File: config.mk
export PLATFORM = sky130hd
export DESIGN_NAME = convert_32_8
export DESIGN_NICKNAME = d
export VERILOG_FILES = /design/src/rtl/convert_32_8.sv
export SDC_FILE = /design/constraint.sdc
export NUM_CORES = 1
export LEC_CHECK = 0
export BUFFER_PORTS_ARGS = -buffer_cell sky130_fd_sc_hd__buf_2
export CORE_ASPECT_RATIO = 0.8
export CORE_MARGIN = 1
export CORE_UTILIZATION = 45
export CTS_BUF_LIST = sky130_fd_sc_hd__clkbuf_4 sky130_fd_sc_hd__clkbuf_8
export CTS_CLUSTER_DIAMETER = 30
export DETAILED_ROUTE_END_ITERATION = 7
export MAX_ROUTING_LAYER = met4
export PLACE_DENSITY = 0.8
export SLEW_MARGIN = 20
export SYNTH_ARGS = -nofsm -noshare
export SYNTH_HDL_FRONTEND = slang
export SYNTH_SLANG_ARGS = --single-unit
File: constraint.sdc
create_clock -name clk -period 2 [get_ports clk]
set_input_delay 0 -clock clk [delete_from_list [all_inputs] [get_ports clk]]
set_output_delay 0 -clock clk [all_outputs]
set_load 0.1 [all_outputs]
File: src/rtl/convert_32_8.sv
// Purpose: width-down converter, one 32-bit word in, four bytes out (order set by BIG_ENDIAN).
// Latency: a word accepted in cycle N presents byte 0 in cycle N+1, then one byte per accepted cycle.
// Backpressure: i_trdy low freezes the presented byte; o_rrdy only rises on the last byte's handshake.
module convert_32_8 #(
  parameter bit BIG_ENDIAN = 1'b0
) (
  input  logic        clk,
  input  logic        reset_n,
  input  logic [31:0] i_data,
  input  logic        i_rval,
  output logic        o_rrdy,
  output logic [7:0]  o_data,
  output logic        o_tval,
  input  logic        i_trdy
);

  typedef enum logic [0:0] {
    IDLE = 1'b0,
    TX   = 1'b1
  } state_e;

  state_e      state_q, state_d;
  logic [1:0]  cnt_q, cnt_d;
  logic [31:0] data_q, data_d;

  logic        i_xfer;
  logic        o_xfer;
  logic        last_byte;
  logic [1:0]  byte_sel;

  // Handshake terms; o_rrdy depends only on state and i_trdy, never on i_rval.
  assign last_byte = (cnt_q == 2'd3);
  assign o_tval    = (state_q == TX);
  assign o_rrdy    = (state_q == IDLE) | ((state_q == TX) & last_byte & i_trdy);
  assign i_xfer    = i_rval & o_rrdy;
  assign o_xfer    = o_tval & i_trdy;

  // Next-state logic: load on accept, advance on each byte taken, reload on the last byte for back-to-back words.
  always_comb begin
    state_d = state_q;
    cnt_d   = cnt_q;
    data_d  = data_q;
    case (state_q)
      IDLE: begin
        if (i_xfer) begin
          data_d  = i_data;
          cnt_d   = 2'd0;
          state_d = TX;
        end
      end
      TX: begin
        if (o_xfer) begin
          if (!last_byte) begin
            cnt_d = cnt_q + 2'd1;
          end else if (i_xfer) begin
            data_d = i_data;
            cnt_d  = 2'd0;
          end else begin
            cnt_d   = 2'd0;
            state_d = IDLE;
          end
        end
      end
      default: begin
        state_d = IDLE;
        cnt_d   = 2'd0;
      end
    endcase
  end

  // State registers; reset discards any partially sent word.
  always_ff @(posedge clk or negedge reset_n) begin
    if (!reset_n) begin
      state_q <= IDLE;
      cnt_q   <= 2'd0;
      data_q  <= 32'd0;
    end else begin
      state_q <= state_d;
      cnt_q   <= cnt_d;
      data_q  <= data_d;
    end
  end

  // Byte lane select from the held word; big-endian walks the lanes from the top down.
  always_comb begin
    byte_sel = BIG_ENDIAN ? ~cnt_q : cnt_q;
    case (byte_sel)
      2'd0:    o_data = data_q[7:0];
      2'd1:    o_data = data_q[15:8];
      2'd2:    o_data = data_q[23:16];
      default: o_data = data_q[31:24];
    endcase
  end

endmodule

======== Word-level counts from Yosys, hierarchy flattened ========
Cells that the tools add are included.
storage, ports and cells
  flip-flop bits (word level) ............. 35
  input port bits ......................... 36
  output and inout port bits .............. 10
  word-level logic and storage cells ...... 32
operators by class
  add/sub/neg operators ................... 1
  equality and inequality tests ........... 6
  multiplexer cells ....................... 13
  bitwise operators ....................... 6
  reduce and logical (&&, ||, !) cells .... 3
operators with widths
  operator                                                               number
  32-bit 2-to-1 mux                                                      3
  32-bit case mux with 2 select lines                                    1
  8-bit case mux with 3 select lines                                     1
  2-bit 2-to-1 mux                                                       3
  1-bit bitwise AND                                                      4
  2-bit equality test, second input constant                             2
  2-bit by 1-bit != test with 1-bit output, second input constant        2
  2-bit case mux with 2 select lines                                     1
  2-bit AND reduction                                                    2
  1-bit 2-to-1 mux                                                       3
  2-bit by 1-bit adder with 2-bit output, second input constant          1
  2-bit by 1-bit equality test with 1-bit output, second input constant  1
  2-bit zero test                                                        1
  2-bit != test, second input constant                                   1
  1-bit case mux with 2 select lines                                     1
  1-bit inverter                                                         1
  1-bit OR                                                               1

======== Depth between registers and ports, before layout ========
  word-level depth ........................ 9
  gate-level depth with buffers ........... 5
  mapped depth without buffers ............ 4

======== Worst setup path after synthesis ========
Ideal clock, no wire load.
  path kind ............................... reg-to-output
  start ................................... register cnt_q[0], in the netlist byte_sel[0]
  end ..................................... output o_data[0]
  arrival ................................. 2.446 ns
  data required time ...................... 2.000 ns
  path slack .............................. -0.446 ns
  cell stages (with the launch flop) ...... 6
  path buffers ............................ 1
  cells stage by stage .................... dfrtp_1 -> inv_1 -> ha_1 -> clkbuf_1 -> a222oi_1 -> mux2i_1
between the ends
  cells in the longest elaborated chain, start to end .. 2
  elaborated cells on any way between the ends .. 4
  classes of those cells .................. 2 x eq/ne; 1 x mux; 1 x reduce/logical
ends and longest elaborated chain
  element                                      RTL line  RTL
  from (decl)                                  23        logic [1:0] cnt_q, cnt_d;
  from (signal assigned)                       79        cnt_q <= cnt_d;
  2-bit equality test (tied with other cells)  87        case (byte_sel)
  8-bit case mux with 3 select lines *         87
  to (decl)                                    12        output logic [7:0] o_data,
Mark *: on every way between the ends. The rest lies on a longest branch, timed or not.

======== Worst setup path in the final report ========
  start ................................... register cnt_q[0], in the netlist byte_sel[0]
  end ..................................... output o_data[1]
Same word-level chain as after synthesis.

==> summary.md <==
| Metric | Value |
|---|---|
| Die Y | 62.3 µm |
| Worst min-delay path category | input pin to flop |
| RSZ-0062 raised after global routing | no |
| Htree depth | 2 |
| DPL Wire Length | 3.01 mm |
| Clk buf depth | 2 |
| Multi-input logic area | 933 µm² |
| ANT cells | 0 |
| GRT Util Overall | 0.222 |
| Seq cells post-synth | 35 |
| Ratio of final minimum period to clock period | 0.956 |
| EDFF count, synth | 0 |
| # DRC | 0 |
| Warnings from Yosys | 0 |
| Port Buffers | 45 |
| Post-DP Area | 2250 µm² |
| Total power draw | 4.86 mW |
| Hold Path Stages | 3 |
| Hold Crit Endpoint | data_q[13] |
| Critical Path RT | 2000 ps |
| Syn_nets | 220 |
| Cell Pwr Density | 1820 nW/µm² |
| Worst Reg-to-Reg Cells | 3 |
| Core Rows | 21 |
| Clock Latency Late Sink | 290 ps |
| Die area | 4810 µm² |
| Layout cells sized above 1 | 0.393 |
| Leak | 1.26 nW |
| Peak supply drop | 1.06 mV |
| Wire per inst | 15.2 µm |
| TritonCTS Buffers | 5 |
| Synth top cells by count | dfrtp_1 (35), inv_1 (34), nand2_1 (32) |
| Die width | 77.3 µm |
| Initial antenna violation count | 0 |
| FF+latch area | 877 µm² |
| Synth Flop Type | dfrtp_1 |
| Initial core utilization | 0.480 |
| Filler instances | 375 |
| DR iter-0 viols | 104 |
| Worst hold path startpoint | i_data[13] |
| Reg2Reg Launch Point | byte_sel[0] |
| Pre-Repair DR Iteration Count | 5 |
| Most instantiated library cell after synthesis | dfrtp_1 |
| CP endpoint kind | output pin |
| FMAX | 523 MHz |
| Area grow syn2layout | 30.8% |
| Worst Tran Pin Value | 780 ps |
| Design area | 2670 µm² |
| Final Max Slew Viols | 0 |
| Final setup vio count | 0 |
| Critical path peak fanout | 8 |
| Overflow after GRT | 0 |
| First-pass GRT wire length | 7.94 mm |
| IO Pins | 46 |
| Fin crit period | 1910 ps |
| Max-cap violations | 0 |
| Outcome | finished clean |
| Fraction of registers with async set or reset after synthesis | 1.00 |
| Register area share after synthesis | 0.429 |
| Pin count of the biggest net entering global routing | 37 |
| Root buf cell | clkbuf_8 |
| Post-Route WL | 4.62 mm |
| Mean post-synth cell area | 11.3 µm² |
| Relative slew slack | 0.480 |
| CTS tree | yes |
| Via density | 5.23 |
| Critical path launch point type | flop |
| Distinct cells, synth | 19 |
| R2R Setup Slk | 360 ps |
| Setup repair bufs after CTS | 0 |
| FF-to-FF End | data_q[2] |
| Cells taking the most area after synthesis | dfrtp_1 (43%), o32ai_2 (24%), inv_1 (6.3%) |
| Hold Vio Cnt, Final | 0 |
| TritonCTS Sinks | 35 |
| Arrival time at the worst endpoint | 1910 ps |
| Post-Synthesis Cells | 180 |
| Critical path type | flop to output pin |
| Post-layout net count | 286 |
| Post-Syn Area | 2040 µm² |
| Vias in the first global route | 1613 |
| Post-route ant nets | 0 |
| Largest area contributor in the netlist | dfrtp_1 |
| Final Skew | 4.67 ps |
| DR vias | 1590 |
| CTS clk-pin slew, worst paths | 70 ps |
| RePlAce Congestion | 0.791 |
| Core area | 4260 µm² |
| Post-synth top area share | 0.429 |
| Hold slack final | 9.54 ps |
per-stage QoR:
stage	std cells	setup slack (ps)	util	TNS [ps]
2_1_floorplan	180	-446	-	-3560
3_3_place_gp	269	307	0.530	0
3_5_place_dp	269	240	0.530	0
4_1_cts	304	2.23	0.620	0
5_1_grt	304	3.49	0.628	0
6_report	304	87.5	0.628	0
sequential cells by signal (all words and copies together) (netlist names):
signal and count:
byte_sel 2, data_q 32, o_tval 1
placed cells by master (no fill, tap or decap):
cell type      instances
buf_2                 38
and3_4                 1
dfrtp_2                1
mux2i_1                9
clkbuf_8               7
ha_4                   1
dlygate4sd3_1         27
inv_2                  2
buf_6                  1
dfrtp_1               34
buf_4                  7
a21boi_4               1
o32ai_1                2
or2_1                  1
ha_2                   3
nand2_1               32
a222oi_1               8
o32ai_2               30
and2b_1                1
clkbuf_4               5
inv_1                 33
nor2_1                 1
a32o_1                 2
timing repair:
action / CTS / global route
pin swaps: 1 / 2
gates resized for setup: 4 / 12
endpoints found under the hold margin: 61 / 0
hold buffers: 27 / 0
setup endpoints to repair: 2 / 7
cell families (layout without fill, tap and decap cells):
group | count (synthesis) | count (layout) | synth area share
buffers and inverters | 53 | 120 | 0.124
DFF | 35 | 35 | 0.429
and+or+nand+nor | 36 | 36 | 0.0729
AOI/OAI and AO/OA | 43 | 43 | 0.306
muxes | 9 | 9 | 0.0441
adders and majority gates | 4 | 4 | 0.0245
layout make-up:
| cell class | count | area share |
|---|---|---|
| tap | 57 | 0.0267 |
| clock buffer | 8 | 0.0389 |
| timing repair buffer | 77 | 0.207 |
| inverter | 35 | 0.0492 |
| multi-input combinational | 92 | 0.349 |
| sequential | 35 | 0.328 |
worst max-delay path, cell delays in order, from the launching register on:
cell and delay (ps):
dfrtp_1 430, inv_2 80, ha_4 200, a222oi_1 470, mux2i_1 210, buf_6 230
worst max path at each step:
stage / startpoint / cells after the start / slack (ps) / to
finish: byte_sel[0] / 5 / 90 / o_data[1]
floorplan: byte_sel[0] / 5 / -450 / o_data[0]
CTS: byte_sel[1] / 5 / 2 / o_data[1]
detailed placement: byte_sel[0] / 5 / 240 / o_data[1]
global route: byte_sel[0] / 5 / 3 / o_data[1]
global placement: byte_sel[0] / 5 / 310 / o_data[1]
routing by layer:
layer / share of wire / vias to the layer above / global-route usage
met4: 0.0091 / 0 / 0.0566
met2: 0.46 / 49 / 0.327
met5: 0 / - / -
met3: 0.056 / 4 / 0.0676
met1: 0.48 / 769 / 0.298
li1: - / 768 / -
where the power goes:
| group | internal, mW | switching [mW] | total [mW] |
|---|---|---|---|
| logic | 1.03 | 2.00 | 3.04 |
| registers | 1.05 | 0.197 | 1.25 |
| clock network | 0.328 | 0.250 | 0.578 |
| total | 2.41 | 2.45 | 4.86 |
Note: power is estimated with default switching activity, not from simulation.
